===== config.mk =====
export PLATFORM = sky130hd
export DESIGN_NAME = x_pulse_gen
export DESIGN_NICKNAME = d
export VERILOG_FILES = /design/src/rtl/x_pulse_gen.sv
export SDC_FILE = /design/constraint.sdc
export NUM_CORES = 1
export LEC_CHECK = 0
export CAP_MARGIN = 5
export CORE_ASPECT_RATIO = 1.1
export CORE_MARGIN = 2
export CORE_UTILIZATION = 54
export CTS_BUF_LIST = sky130_fd_sc_hd__clkbuf_8
export CTS_CLUSTER_DIAMETER = 100
export DETAILED_ROUTE_END_ITERATION = 10
export PLACE_DENSITY = 0.9
export SYNTH_ARGS = -nofsm -noshare
export SYNTH_HDL_FRONTEND = slang
export SYNTH_SLANG_ARGS = --single-unit

===== constraint.sdc =====
create_clock -name i_clk -period 2.5 [get_ports i_clk]
set_input_delay 0.5 -clock i_clk [delete_from_list [all_inputs] [get_ports i_clk]]
set_output_delay 0.5 -clock i_clk [all_outputs]
set_load 0.02 [all_outputs]

===== src/rtl/x_pulse_gen.sv =====
// x_pulse_gen: on start, emits a programmed burst of single-cycle x pulses separated by
// programmable low gaps, then strobes done. `X_PULSE_GEN_MARK_EN adds o_mark (every 4th pulse).
module x_pulse_gen #(
  parameter int unsigned CNT_W = 8,
  parameter int unsigned GAP_W = 4
) (
  input  logic             i_clk,
  input  logic             i_rst,
  input  logic             i_start,
  input  logic [CNT_W-1:0] i_n_pulses,
  input  logic [GAP_W-1:0] i_gap,
  input  logic             i_hold,
  input  logic             i_abort,
  output logic             o_x,
  output logic             o_busy,
  output logic             o_done,
`ifdef X_PULSE_GEN_MARK_EN
  output logic             o_mark,
`endif
  output logic [CNT_W-1:0] o_sent
);

  typedef enum logic [1:0] {StIdle, StPulse, StGap, StDone} state_e;

  state_e           r_state;
  logic [CNT_W-1:0] r_n;
  logic [GAP_W-1:0] r_gap;
  logic [GAP_W-1:0] r_gcnt;
  logic [CNT_W-1:0] r_sent;
  logic             r_x;
  logic             r_busy;
  logic             r_done;

  state_e           w_state_d;
  logic [CNT_W-1:0] w_n_d;
  logic [GAP_W-1:0] w_gap_d;
  logic [GAP_W-1:0] w_gcnt_d;
  logic [CNT_W-1:0] w_sent_d;

  // r_sent already counts the pulse being driven, so entering PULSE increments it.
  always_comb begin
    w_state_d = r_state;
    w_n_d     = r_n;
    w_gap_d   = r_gap;
    w_gcnt_d  = r_gcnt;
    w_sent_d  = r_sent;
    unique case (r_state)
      StIdle: begin
        if (i_start && !i_abort) begin
          w_n_d    = i_n_pulses;
          w_gap_d  = i_gap;
          w_sent_d = '0;
          if (i_n_pulses != '0) begin
            w_state_d = StPulse;
            w_sent_d  = CNT_W'(1);
          end else begin
            w_state_d = StDone;
          end
        end
      end
      StPulse: begin
        if (i_abort) begin
          w_state_d = StIdle;
        end else if (r_sent == r_n) begin
          w_state_d = StDone;
        end else if (r_gap == '0) begin
          w_state_d = StPulse;
          w_sent_d  = r_sent + CNT_W'(1);
        end else begin
          w_state_d = StGap;
          w_gcnt_d  = r_gap;
        end
      end
      StGap: begin
        if (i_abort) begin
          w_state_d = StIdle;
        end else if (!i_hold) begin
          if (r_gcnt == GAP_W'(1)) begin
            w_state_d = StPulse;
            w_sent_d  = r_sent + CNT_W'(1);
          end else begin
            w_gcnt_d = r_gcnt - GAP_W'(1);
          end
        end
      end
      StDone: begin
        w_state_d = StIdle;
      end
      default: begin
        w_state_d = StIdle;
      end
    endcase
  end

  always_ff @(posedge i_clk) begin
    if (i_rst) begin
      r_state <= StIdle;
      r_n     <= '0;
      r_gap   <= '0;
      r_gcnt  <= '0;
      r_sent  <= '0;
      r_x     <= 1'b0;
      r_busy  <= 1'b0;
      r_done  <= 1'b0;
    end else begin
      r_state <= w_state_d;
      r_n     <= w_n_d;
      r_gap   <= w_gap_d;
      r_gcnt  <= w_gcnt_d;
      r_sent  <= w_sent_d;
      r_x     <= (w_state_d == StPulse);
      r_busy  <= (w_state_d != StIdle);
      r_done  <= (w_state_d == StDone);
    end
  end

  assign o_x    = r_x;
  assign o_busy = r_busy;
  assign o_done = r_done;
  assign o_sent = r_sent;

`ifdef X_PULSE_GEN_MARK_EN
  logic r_mark;

  always_ff @(posedge i_clk) begin
    if (i_rst) begin
      r_mark <= 1'b0;
    end else begin
      r_mark <= (w_state_d == StPulse) && (w_sent_d[1:0] == 2'b00);
    end
  end

  assign o_mark = r_mark;
`endif

endmodule


==> impl_metrics.env <==
export IMPL_drive_gt1_share_pct=11.86
export IMPL_rows=20
export IMPL_crit_fanout=6
export IMPL_cts_root_buf="clkbuf_8"
export IMPL_post_cts_setup_buffer_count=0
export IMPL_netSwitchingPower_uw=329.0
export IMPL_grt_util_all_layers_pct=24.82
export IMPL_die_height_um=61.36
export IMPL_peakVddDrop_mv=0.4369
export IMPL_drt_wl_total_mm=3.993
export IMPL_path_buf_inv=1
export IMPL_final_instance_count_excl_fill=269
export IMPL_fin_area_um2=2082
export IMPL_cts_repair_resized=0
export IMPL_synth_fp_nets=223
export IMPL_htree_levels=2
export IMPL_viasPerCell=6.152
export IMPL_synth_top_area_cell="dfxtp_1"
export IMPL_avgSynthCellArea_um2=8.076
export IMPL_ys_types=35
export IMPL_firstDrtPassIters=4
export IMPL_die_width_um=56.15
export IMPL_comb_power_share_pct=22.1
export IMPL_leakagePower_uw=0.0007217
export IMPL_placed_cells=262
export IMPL_drv_cap=0
export IMPL_yosysMostFrequentCell="dfxtp_1"
export IMPL_period_share_pct=96.97
export IMPL_busiest_layer="met2"
export IMPL_p_sw_share_pct=28.84
export IMPL_synthXorXnorAreaFrac_pct=4.338
export IMPL_synth_flop_cell="dfxtp_1"
export IMPL_synth_top_area_share_pct=35.94
export IMPL_path_class="input pin to register"
export IMPL_synth_cells=200
export IMPL_io_buffers=27
export IMPL_tightest_slew_ns=0.6098
export IMPL_maxSlewViolCount=0
export IMPL_powerDensity_nw_per_um2=547.8
export IMPL_wl_per_cell_um=14.84
export IMPL_synth_simple_area_share_pct=25.17
export IMPL_p_int_uw=811.6
export IMPL_synth_seq_cells=29
export IMPL_grt_pass1_vias=1440
export IMPL_clk_path_buf_depth=2
export IMPL_dpl_cell_area_um2=1972
export IMPL_ys_top_cells_by_count="dfxtp_1, nand2_1, nand3_1"
export IMPL_grt_pass1_wl_mm=6.610
export IMPL_cpPeakStageDelay_ns=0.51
export IMPL_crit_chain="clkdlybuf4s50_1 > or4b_4 > a2111oi_4 > o211ai_2 > a211o_4 > o31ai_2"
export IMPL_drc=0
export IMPL_cp_slowest_cell="or4b_4"
export IMPL_postCtsHoldBufs=0
export IMPL_vias=1655
export IMPL_start_kind="input pin"
export IMPL_min_path_type="register to register"
export IMPL_cp_required_ns=2.69
export IMPL_rrSetupSlack_ns=0.13
export IMPL_synth_top_family_by_area="simple AND/OR/NAND/NOR gates"
export IMPL_finalCriticalPeriod_ns=2.424
export IMPL_worstPathArrival_ns=2.62
export IMPL_synthAdderAreaFrac_pct=4.648
export IMPL_finalNetCount=259
export IMPL_initial_core_util_pct=57.63
export IMPL_muxShareOfSynthArea_pct=1.239
export IMPL_boundaryPins=28
export IMPL_max_freq_ghz=0.4125
export IMPL_fin_hold_ws_ns=0.4680
export IMPL_power_frac_seq_pct=44.2
export IMPL_synth_enable_flop_cells=0
export IMPL_use_met1_pct=30.95
export IMPL_p_clk_share_pct=33.7
export IMPL_core_area_um2=2803
export IMPL_grtUsageMet3_pct=5.252
export IMPL_die_area_um2=3445
export IMPL_ys_top_cells_by_area="dfxtp_1, nand2_1, nand3_1"
export IMPL_clk_pin_slew_ns=0.06
export IMPL_drt_iter0_markers=50
export IMPL_syn_to_final_growth_pct=28.89
export IMPL_cts_buffers=5
export IMPL_synth_seq_area_share_pct=35.94
export IMPL_fillCellCount=210
export IMPL_grt_max_degree=20
export IMPL_async_flop_share_pct=0
export IMPL_clock_latency_ns=0.28
export IMPL_hold_viol=0
export IMPL_status="finished clean"
export IMPL_grtUsageMet2_pct=42.52
export IMPL_yosys_warnings=0
export IMPL_finalClockSkew_ns=0.01419
export IMPL_gp_congestion=0.9117
export IMPL_cpLargestDelayFamily="compound AO/OA/AOI/OAI gates"
export IMPL_synth_area_um2=1615
export IMPL_cts_tree="yes"
export IMPL_dp_final_hpwl_mm=2.869
export IMPL_synth_compound_area_share_pct=24.24
export IMPL_setup_violations=0
export IMPL_grt_antenna_before_repair=0
export IMPL_ant_nets=0
export IMPL_rsz0062_at_grt="true"
export IMPL_slew_headroom_pct=58.92
export IMPL_antenna_cells=0
export IMPL_cts_sinks=29
export IMPL_crit_path_end_kind="register"
export IMPL_grt_ovfl_total=0
[routing by layer]
metal | vias to the layer above | part of all wire, %
li1 | 800 | -
met1 | 773 | 44
met2 | 75 | 48
met3 | 7 | 6.4
met4 | 0 | 1.6
met5 | - | 0
[worst reg2reg max path: cells and delay by family, from the launching register on]
kind	cells	cell delay (ns)
adder cells (fa/ha/maj)	1	0.19
AND/OR/NAND/NOR	1	0.50
AO/OA/AOI/OAI	4	1.18
flip-flops	1	0.33
buffers and inverters	1	0.07
[power by group through the flow]
stage	clock [uW]	combinational [uW]	sequential (uW)
after floorplan	0	145	517
after global placement	0	240	512
after detailed placement	0	246	513
after CTS	387	247	503
after global routing	411	278	506
final	384	253	504
[registers in the layout (all words and copies together) (netlist names)]
signal   cells
r_n          8
r_gcnt       4
o_busy       1
o_x          1
r_state      2
o_sent       8
r_gap        4
o_done       1
[kinds of logic (layout without fill, tap and decap cells)]
| logic type | after synthesis | in the layout |
|---|---|---|
| AO/OA/AOI/OAI | 55 | 55 |
| XOR/XNOR | 8 | 8 |
| adder cells (fa/ha/maj) | 6 | 6 |
| buffers and inverters | 19 | 55 |
| flip-flops | 29 | 29 |
| multiplexers | 2 | 2 |
| AND/OR/NAND/NOR | 81 | 81 |
[final timing paths]
kind / from / end / cells past startpoint
max: i_hold / o_sent[4] / 6
min: r_n[4] / r_n[4] / 2
max reg2reg: r_gcnt[1] / o_sent[4] / 7
min reg2reg: r_n[4] / r_n[4] / 2
[cells in the final DEF, fill, tap and decap left out]
cell             synthesis  layout
ha_1                     6       6
and2_0                   1       1
a2111oi_4                1       1
a21oi_1                 17      17
buf_4                    0      10
or2_2                    3       3
o211ai_1                 9       9
clkdlybuf4s50_1          0      27
and2_1                   2       2
nor3_1                   4       4
o21ai_0                  8       8
o32ai_1                  4       4
or4b_4                   1       1
and2b_2                  1       1
nor2_1                   6       6
nand4_1                  3       3
nand2_1                 28      28
a211o_4                  0       1
a22oi_1                  2       2
o22ai_1                  1       1
clkbuf_8                 0       6
nand2b_1                 1       1
a31oi_1                  2       2
inv_1                   11      12
o211ai_2                 1       1
nor4_1                   3       3
xnor2_1                  8       8
nor3b_1                  4       4
a211oi_1                 1       1
o41ai_2                  1       1
mux2i_1                  2       2
dfxtp_1                 29      29
a311o_1                  2       2
o31ai_2                  0       3
nand3_1                 21      21
o31ai_1                  5       2
or4_1                    1       1
nor2b_1                  2       2
[area by class of cell]
class                   count  area [um2]  area share, %
well taps                  33       41.29          1.983
flip-flops and latches     29       580.6          27.88
repair buffers             37       345.3          16.59
clock inverters             1       3.754         0.1803
clock buffers               6       82.58          3.966
inverters                  11       41.29          1.983
multi-input cells         152       987.2          47.42
[per-stage QoR]
stage / power (uW) / utilization (%) / setup TNS (ns) / setup slack, ns
floorplan: 662.7 / - / 0 / 0.1696
global placement: 752.3 / 70.36 / -0.9996 / -0.1818
detailed placement: 758.9 / 70.36 / -1.458 / -0.2464
CTS: 1137 / 73.44 / 0 / 0.02541
global route: 1195 / 74.29 / -0.008505 / -0.006976
finish: 1141 / 74.29 / 0 / 0.07579
Power figures use the tool's default switching activity.
